`config.mk`:
```
export PLATFORM = sky130hd
export DESIGN_NAME = rtl_pipelined_adder
export DESIGN_NICKNAME = d
export VERILOG_FILES = /design/src/rtl/rtl_pipelined_adder.sv
export SDC_FILE = /design/constraint.sdc
export NUM_CORES = 1
export LEC_CHECK = 0
export CORE_MARGIN = 2
export CORE_UTILIZATION = 40
export CTS_CLUSTER_SIZE = 28
export DETAILED_ROUTE_END_ITERATION = 10
export PLACE_DENSITY = 0.58
export SYNTH_ARGS = -nofsm -noshare
export SYNTH_HDL_FRONTEND = slang
export SYNTH_SLANG_ARGS = --single-unit
```
`constraint.sdc`:
```
create_clock -name clk -period 13.63 [get_ports clk]
set_input_delay 3.4075 -clock clk [delete_from_list [all_inputs] [get_ports clk]]
set_output_delay 3.4075 -clock clk [all_outputs]
set_load 0.005 [all_outputs]
```
`src/rtl/rtl_pipelined_adder.sv`:
```
// Pipelined a + b + cin, one SEG-bit carry segment per stage; `ADDER_SUB_EN adds a sub port selecting a - b.
// Latency WIDTH/SEG cycles from transfer to out_valid; one bundle per cycle.
// Back-pressure freezes every stage together: in_ready = !out_valid || out_ready.
module rtl_pipelined_adder #(
    parameter int WIDTH = 32,
    parameter int SEG   = 8
) (
    input  logic             clk,
    input  logic             rst,
    input  logic             in_valid,
    output logic             in_ready,
    input  logic [WIDTH-1:0] a,
    input  logic [WIDTH-1:0] b,
    input  logic             cin,
`ifdef ADDER_SUB_EN
    input  logic             sub,
`endif
    output logic             out_valid,
    input  logic             out_ready,
    output logic [WIDTH-1:0] s,
    output logic             cout,
    output logic             ovf
);

    localparam int NSEG = WIDTH / SEG;

    // Per-stage state: resolved low sum segments, segment carry, operands still to be consumed.
    logic [NSEG-1:0]  vld_q;
    logic [NSEG-1:0]  cy_q;
    logic [WIDTH-1:0] sum_q [NSEG];
    logic [WIDTH-1:0] opa_q [NSEG];
    logic [WIDTH-1:0] opb_q [NSEG];
    logic             ovf_q;

    logic [NSEG-1:0]  nxt_vld;
    logic [NSEG-1:0]  nxt_cy;
    logic [WIDTH-1:0] nxt_sum [NSEG];
    logic [WIDTH-1:0] nxt_a   [NSEG];
    logic [WIDTH-1:0] nxt_b   [NSEG];
    logic             nxt_ovf;

    logic [WIDTH-1:0] b_eff;
    logic             cin_eff;
    logic             advance;

    logic [WIDTH-1:0] src_a;
    logic [WIDTH-1:0] src_b;
    logic [WIDTH-1:0] src_sum;
    logic             src_c;
    logic             src_v;
    logic [SEG:0]     seg_res;

    // Subtraction is folded into the operand before stage 0, so sub travels as part of b_eff.
`ifdef ADDER_SUB_EN
    assign b_eff   = sub ? ~b : b;
    assign cin_eff = sub ? 1'b1 : cin;
`else
    assign b_eff   = b;
    assign cin_eff = cin;
`endif

    assign advance  = !vld_q[NSEG-1] || out_ready;
    assign in_ready = advance;

    always_comb begin
        nxt_vld = '0;
        nxt_cy  = '0;
        nxt_ovf = 1'b0;
        src_a   = '0;
        src_b   = '0;
        src_sum = '0;
        src_c   = 1'b0;
        src_v   = 1'b0;
        seg_res = '0;
        for (int k = 0; k < NSEG; k++) begin
            nxt_sum[k] = '0;
            nxt_a[k]   = '0;
            nxt_b[k]   = '0;
        end
        for (int k = 0; k < NSEG; k++) begin
            src_a   = (k == 0) ? a       : opa_q[(k == 0) ? 0 : k - 1];
            src_b   = (k == 0) ? b_eff   : opb_q[(k == 0) ? 0 : k - 1];
            src_sum = (k == 0) ? '0      : sum_q[(k == 0) ? 0 : k - 1];
            src_c   = (k == 0) ? cin_eff : cy_q[(k == 0) ? 0 : k - 1];
            src_v   = (k == 0) ? in_valid : vld_q[(k == 0) ? 0 : k - 1];

            seg_res = {1'b0, src_a[k*SEG +: SEG]} + {1'b0, src_b[k*SEG +: SEG]}
                    + {{SEG{1'b0}}, src_c};

            nxt_sum[k]                = src_sum;
            nxt_sum[k][k*SEG +: SEG]  = seg_res[SEG-1:0];
            nxt_cy[k]                 = seg_res[SEG];
            nxt_a[k]                  = src_a;
            nxt_b[k]                  = src_b;
            nxt_vld[k]                = src_v;

            if (k == NSEG - 1) begin
                nxt_ovf = (src_a[WIDTH-1] == src_b[WIDTH-1]) && (seg_res[SEG-1] != src_a[WIDTH-1]);
            end
        end
    end

    always_ff @(posedge clk) begin
        if (rst) begin
            vld_q <= '0;
            cy_q  <= '0;
            ovf_q <= 1'b0;
            for (int k = 0; k < NSEG; k++) begin
                sum_q[k] <= '0;
                opa_q[k] <= '0;
                opb_q[k] <= '0;
            end
        end else if (advance) begin
            vld_q <= nxt_vld;
            cy_q  <= nxt_cy;
            ovf_q <= nxt_ovf;
            for (int k = 0; k < NSEG; k++) begin
                sum_q[k] <= nxt_sum[k];
                opa_q[k] <= nxt_a[k];
                opb_q[k] <= nxt_b[k];
            end
        end
    end

    assign out_valid = vld_q[NSEG-1];
    assign s         = sum_q[NSEG-1];
    assign cout      = cy_q[NSEG-1];
    assign ovf       = ovf_q;

endmodule

```
* After elaboration in Yosys (flattened, before gate mapping)
Memories as Yosys holds them, arrays and structs flattened. Index checks and enable logic that the tools add are counted.
Storage, ports and cells: bits in registers 9, bits in writable memories 384, output and inout bits 36, logic and storage cells 48, memories kept 3
Memory list:
- opa_q | depth 4, width 32, rd ports 3, clocked after Yosys merged registers in 0, wr ports 4, line 31 | logic [WIDTH-1:0] opa_q [NSEG];
- opb_q | depth 4, width 32, rd ports 3, clocked after Yosys merged registers in 0, wr ports 4, line 32 | logic [WIDTH-1:0] opb_q [NSEG];
- sum_q | depth 4, width 32, rd ports 4, clocked after Yosys merged registers in 0, wr ports 4, line 30 | logic [WIDTH-1:0] sum_q [NSEG];
Cells by class: add/subtract/negate cells 8, equality and inequality tests 2, multiplexer cells 17, bitwise logic cells 12, reductions and logical operators 3
Operators by type and width (count):
- $mux 32 | 12
- $add 8x8->9 | 4
- $add 9x1->9 | 4
- $or 1x1->1 | 12
- $mux 1 | 5
- $eq 1x1->1 | 1
- $logic_and 1x1->1 | 1
- $logic_not 1->1 | 1
- $logic_or 1x1->1 | 1
- $ne 1x1->1 | 1

* Depth between registers and ports, before layout
depth in word-level cells 6, depth in mapped cells 8

* Worst setup path after synthesis
OpenSTA, ideal clock, no wires.
path kind input to register, start point input port rst, end point register ovf_q (netlist: ovf), library setup time 0.362 ns, data arrival time 8.312 ns, data required time 13.268 ns, setup slack 4.956 ns, stages 3, path buffers 1, cell sequence buf_2 nand2b_1 o32ai_1
RTL lines:
- from (decl) | line 9 | input logic rst,
- to (signal assigned) | line 116 | ovf_q <= nxt_ovf;
- to (decl) | line 33 | logic ovf_q;

* Worst setup path in the final report
start point input port out_ready, end point output port in_ready
On the way: longest elaborated chain between the ends 1
RTL lines:
- from (decl) | line 19 | input logic out_ready,
- $logic_or 1x1->1 | line 62 | assign advance = !vld_q[NSEG-1] || out_ready;
- to (decl) | line 11 | output logic in_ready,
Every way passes these cells.

==> flow_metrics.py <==
metrics = {
    "run_status": {
        "status": "finished clean",
    },
    "detailed_routing": {
        "antenna_left": 0,
        "drt_iter0_drc": 187,
        "finalWirelength_mm": 12.70,
        "vias_per_cell": 4.564,
        "drc": 0,
        "num_vias": 4327,
        "drt_pass1_iterations": 4,
        "wire_per_inst_um": 13.40,
    },
    "synthesis": {
        "synthArstFlopShare_pct": 0,
        "syn_nets": 665,
        "synthCells": 560,
        "ys_types": 48,
        "yosys_warnings": 0,
        "ys.flop_type": "edfxtp_1",
        "avgSynthCellArea_um2": 14.49,
        "yosysSeqAreaShare_pct": 67.33,
        "synth_edf_count": 176,
        "synth-seq-cells": 185,
        "synth.cell_area_mm2": 0.008117,
    },
    "setup_path": {
        "worstPathMaxFanout": 12,
        "end_kind": "output port",
        "cp-start-kind": "input port",
        "critPathKind": "input port to output port",
        "path_cells": "clkdlybuf4s50_1, nor2b_1, buf_4, inv_2, clkdlybuf4s50_1",
        "slowest_stage": "clkdlybuf4s50_1",
        "crit_required_ns": 10.22,
        "cp_common_cell": "clkdlybuf4s50_1",
        "worst_path_largest_cell_delay_ns": 0.58,
        "crit_arrival_ns": 4.89,
    },
    "timing": {
        "tightest_slew_ns": 1.185,
        "setup_viol": 0,
        "fin_crit_ns": 8.297,
        "hold_viol": 0,
        "relSlewSlack_pct": 20.79,
        "post-route-period-util_pct": 60.87,
        "fmax_mhz": 120.5,
        "finalSetupTns_ns": 0,
        "finClkSkew_ns": 0.008937,
        "slew_violations": 0,
        "hold_ws_ns": 0.4567,
        "rsz0062_at_grt": "false",
        "setup_ws_ns": 5.333,
    },
    "grt": {
        "grt_util_met3_pct": 3.594,
        "top_usage_layer": "met2",
        "use_met1_pct": 16.90,
        "grt_max_degree": 86,
        "antenna_found_initial": 0,
        "grt_pass1_vias": 4359,
        "grt-ovfl-total": 0,
        "grt_util_met2_pct": 19.48,
        "grt_util_all_layers_pct": 12.57,
        "grt_pass1_wl_mm": 21.37,
    },
    "cts": {
        "h-tree-depth": 4,
        "clk_pin_slew_ns": 0.06,
        "post_cts_resize_count": 0,
        "cts.sinks": 185,
        "cts_setup_buffers": 0,
        "root_buffer": "clkbuf_16",
        "clock_latency_ns": 0.42,
        "cts_buffers": 17,
        "cts_buffer_depth": 2,
        "cts_hold_buf": 0,
        "cts_tree": "built",
    },
    "die": {
        "start_util_pct": 40.37,
        "boundaryPins": 105,
        "die_x_um": 146.4,
        "core_area_mm2": 0.02010,
        "die_height_um": 146.4,
        "die-area_mm2": 0.02145,
        "rows": 52,
    },
    "final_layout": {
        "final_nets": 770,
        "diodes": 0,
        "drive_above_1_share_pct": 7.227,
        "syn_to_final_growth_pct": 23.09,
    },
    "place": {
        "globalplace.congestion": 0.7486,
        "post-place-ws_ns": 5.307,
        "detailed_place_hpwl_mm": 8.454,
        "io_buffers": 104,
    },
    "run": {
        "maxCapViolCount": 0,
    },
    "min_path": {
        "worstHoldPathType": "flip-flop to flip-flop",
    },
    "power_and_ir_drop": {
        "ir_drop_v": 0.00006108,
        "pwr_density_cell_mw_per_mm2": 123.6,
        "leakage_nw": 4.013,
    },
}
==> stage by stage <==
stage          power, mW  area (um2)  std cells  utilization (%)
2_1_floorplan     0.7358        8117        560                -
3_3_place_gp      0.7782        9428        916            46.89
3_5_place_dp      0.7808        9428        916            46.89
4_1_cts            1.252        9991        948            49.70
5_1_grt            1.290        9991        948            49.70
6_report           1.234        9991        948            49.70
==> path summary, 6_finish.rpt <==
path / startpoint / end / slack (ns) / cells past startpoint
max: out_ready / in_ready / 5.33 / 5
min reg2reg: vld_q[1] / vld_q[1] / 0.46 / 2
min: vld_q[1] / vld_q[1] / 0.46 / 2
max reg2reg: vld_q[3] / opa_q[0][22] / 10.58 / 5
==> power by group <==
| group | switching [mW] | total, mW | leakage, nW | internal, mW |
|---|---|---|---|---|
| combinational | 0.0431 | 0.100 | 1.58 | 0.0569 |
| clock | 0.212 | 0.468 | 0.273 | 0.256 |
| sequential | 0.00922 | 0.667 | 2.16 | 0.657 |
| total | 0.264 | 1.23 | 4.01 | 0.970 |
==> layout by cell type, fill, tap and decap left out, drive strengths merged, types with 9 or more instances in the layout <==
master,synthesis,layout
a21oi,14,14
and2,152,152
clkbuf,8,18
clkdlybuf4s50,0,104
dfxtp,9,9
edfxtp,176,176
ha,28,28
inv,5,13
nand2b,11,11
nor2,29,29
xor2,11,11
==> per-layer routing <==
layer	vias to the layer above	share of wire (%)	wire (um)
li1	2228	-	-
met1	1995	48	6040
met2	95	47	6000
met3	9	3.8	481
met4	0	1.4	181
met5	-	0	0
==> cell families (layout without fill, tap and decap cells) <==
logic type | after synthesis | count (layout) | share of synthesized area (%)
muxes | 1 | 1 | 0.1233
DFF | 185 | 185 | 67.33
AOI/OAI and AO/OA | 61 | 61 | 5.673
adders and majority gates | 36 | 36 | 6.290
and+or+nand+nor | 234 | 234 | 17.33
xor gates and xnor gates | 16 | 16 | 1.726
buffers and inverters | 27 | 145 | 1.526
==> synth_stat cells, types with 3 or more instances <==
library cell	number	share of area (%)
a21o_1	7	0.65
a31oi_1	3	0.23
o21ai_0	6	0.37
fa_1	8	2.0
xor2_1	11	1.2
xnor2_1	5	0.54
clkbuf_1	8	0.37
a211o_1	3	0.32
o21bai_1	3	0.28
nand2b_1	10	0.77
nor2b_1	6	0.46
a21oi_1	13	0.80
a2111oi_1	3	0.37
and2_1	152	12
nor3_1	5	0.31
nand3b_1	3	0.28
nor4_1	7	0.54
ha_1	28	4.3
o21a_1	4	0.37
nor2_1	28	1.3
buf_2	12	0.74
nand2_1	8	0.37
edfxtp_1	176	65
dfxtp_1	9	2.2
a211oi_1	8	0.74
inv_1	4	0.18
nor3b_1	3	0.28
==> sequential cells by signal, summed over array words and instances, names as in the netlist <==
| name | count |
|---|---|
| opb_q | 48 |
| sum_q | 80 |
| cy_q | 4 |
| ovf | 1 |
| vld_q | 4 |
| opa_q | 48 |
==> critical path, delay by kind of cell <==
kind	cells	cell delay, ns
buffers and inverters	4	1.43
AND/OR/NAND/NOR	1	0.04
==> layout make-up <==
class	instances	area, um2
multi-input combinational	348	2535
timing repair buffer	108	1071
tap	270	337.8
fill	1716	10110
inverter	5	18.77
clock inverter	14	133.9
clock buffer	18	429.2
sequential	185	5465
(Power assumes the default switching activity.)
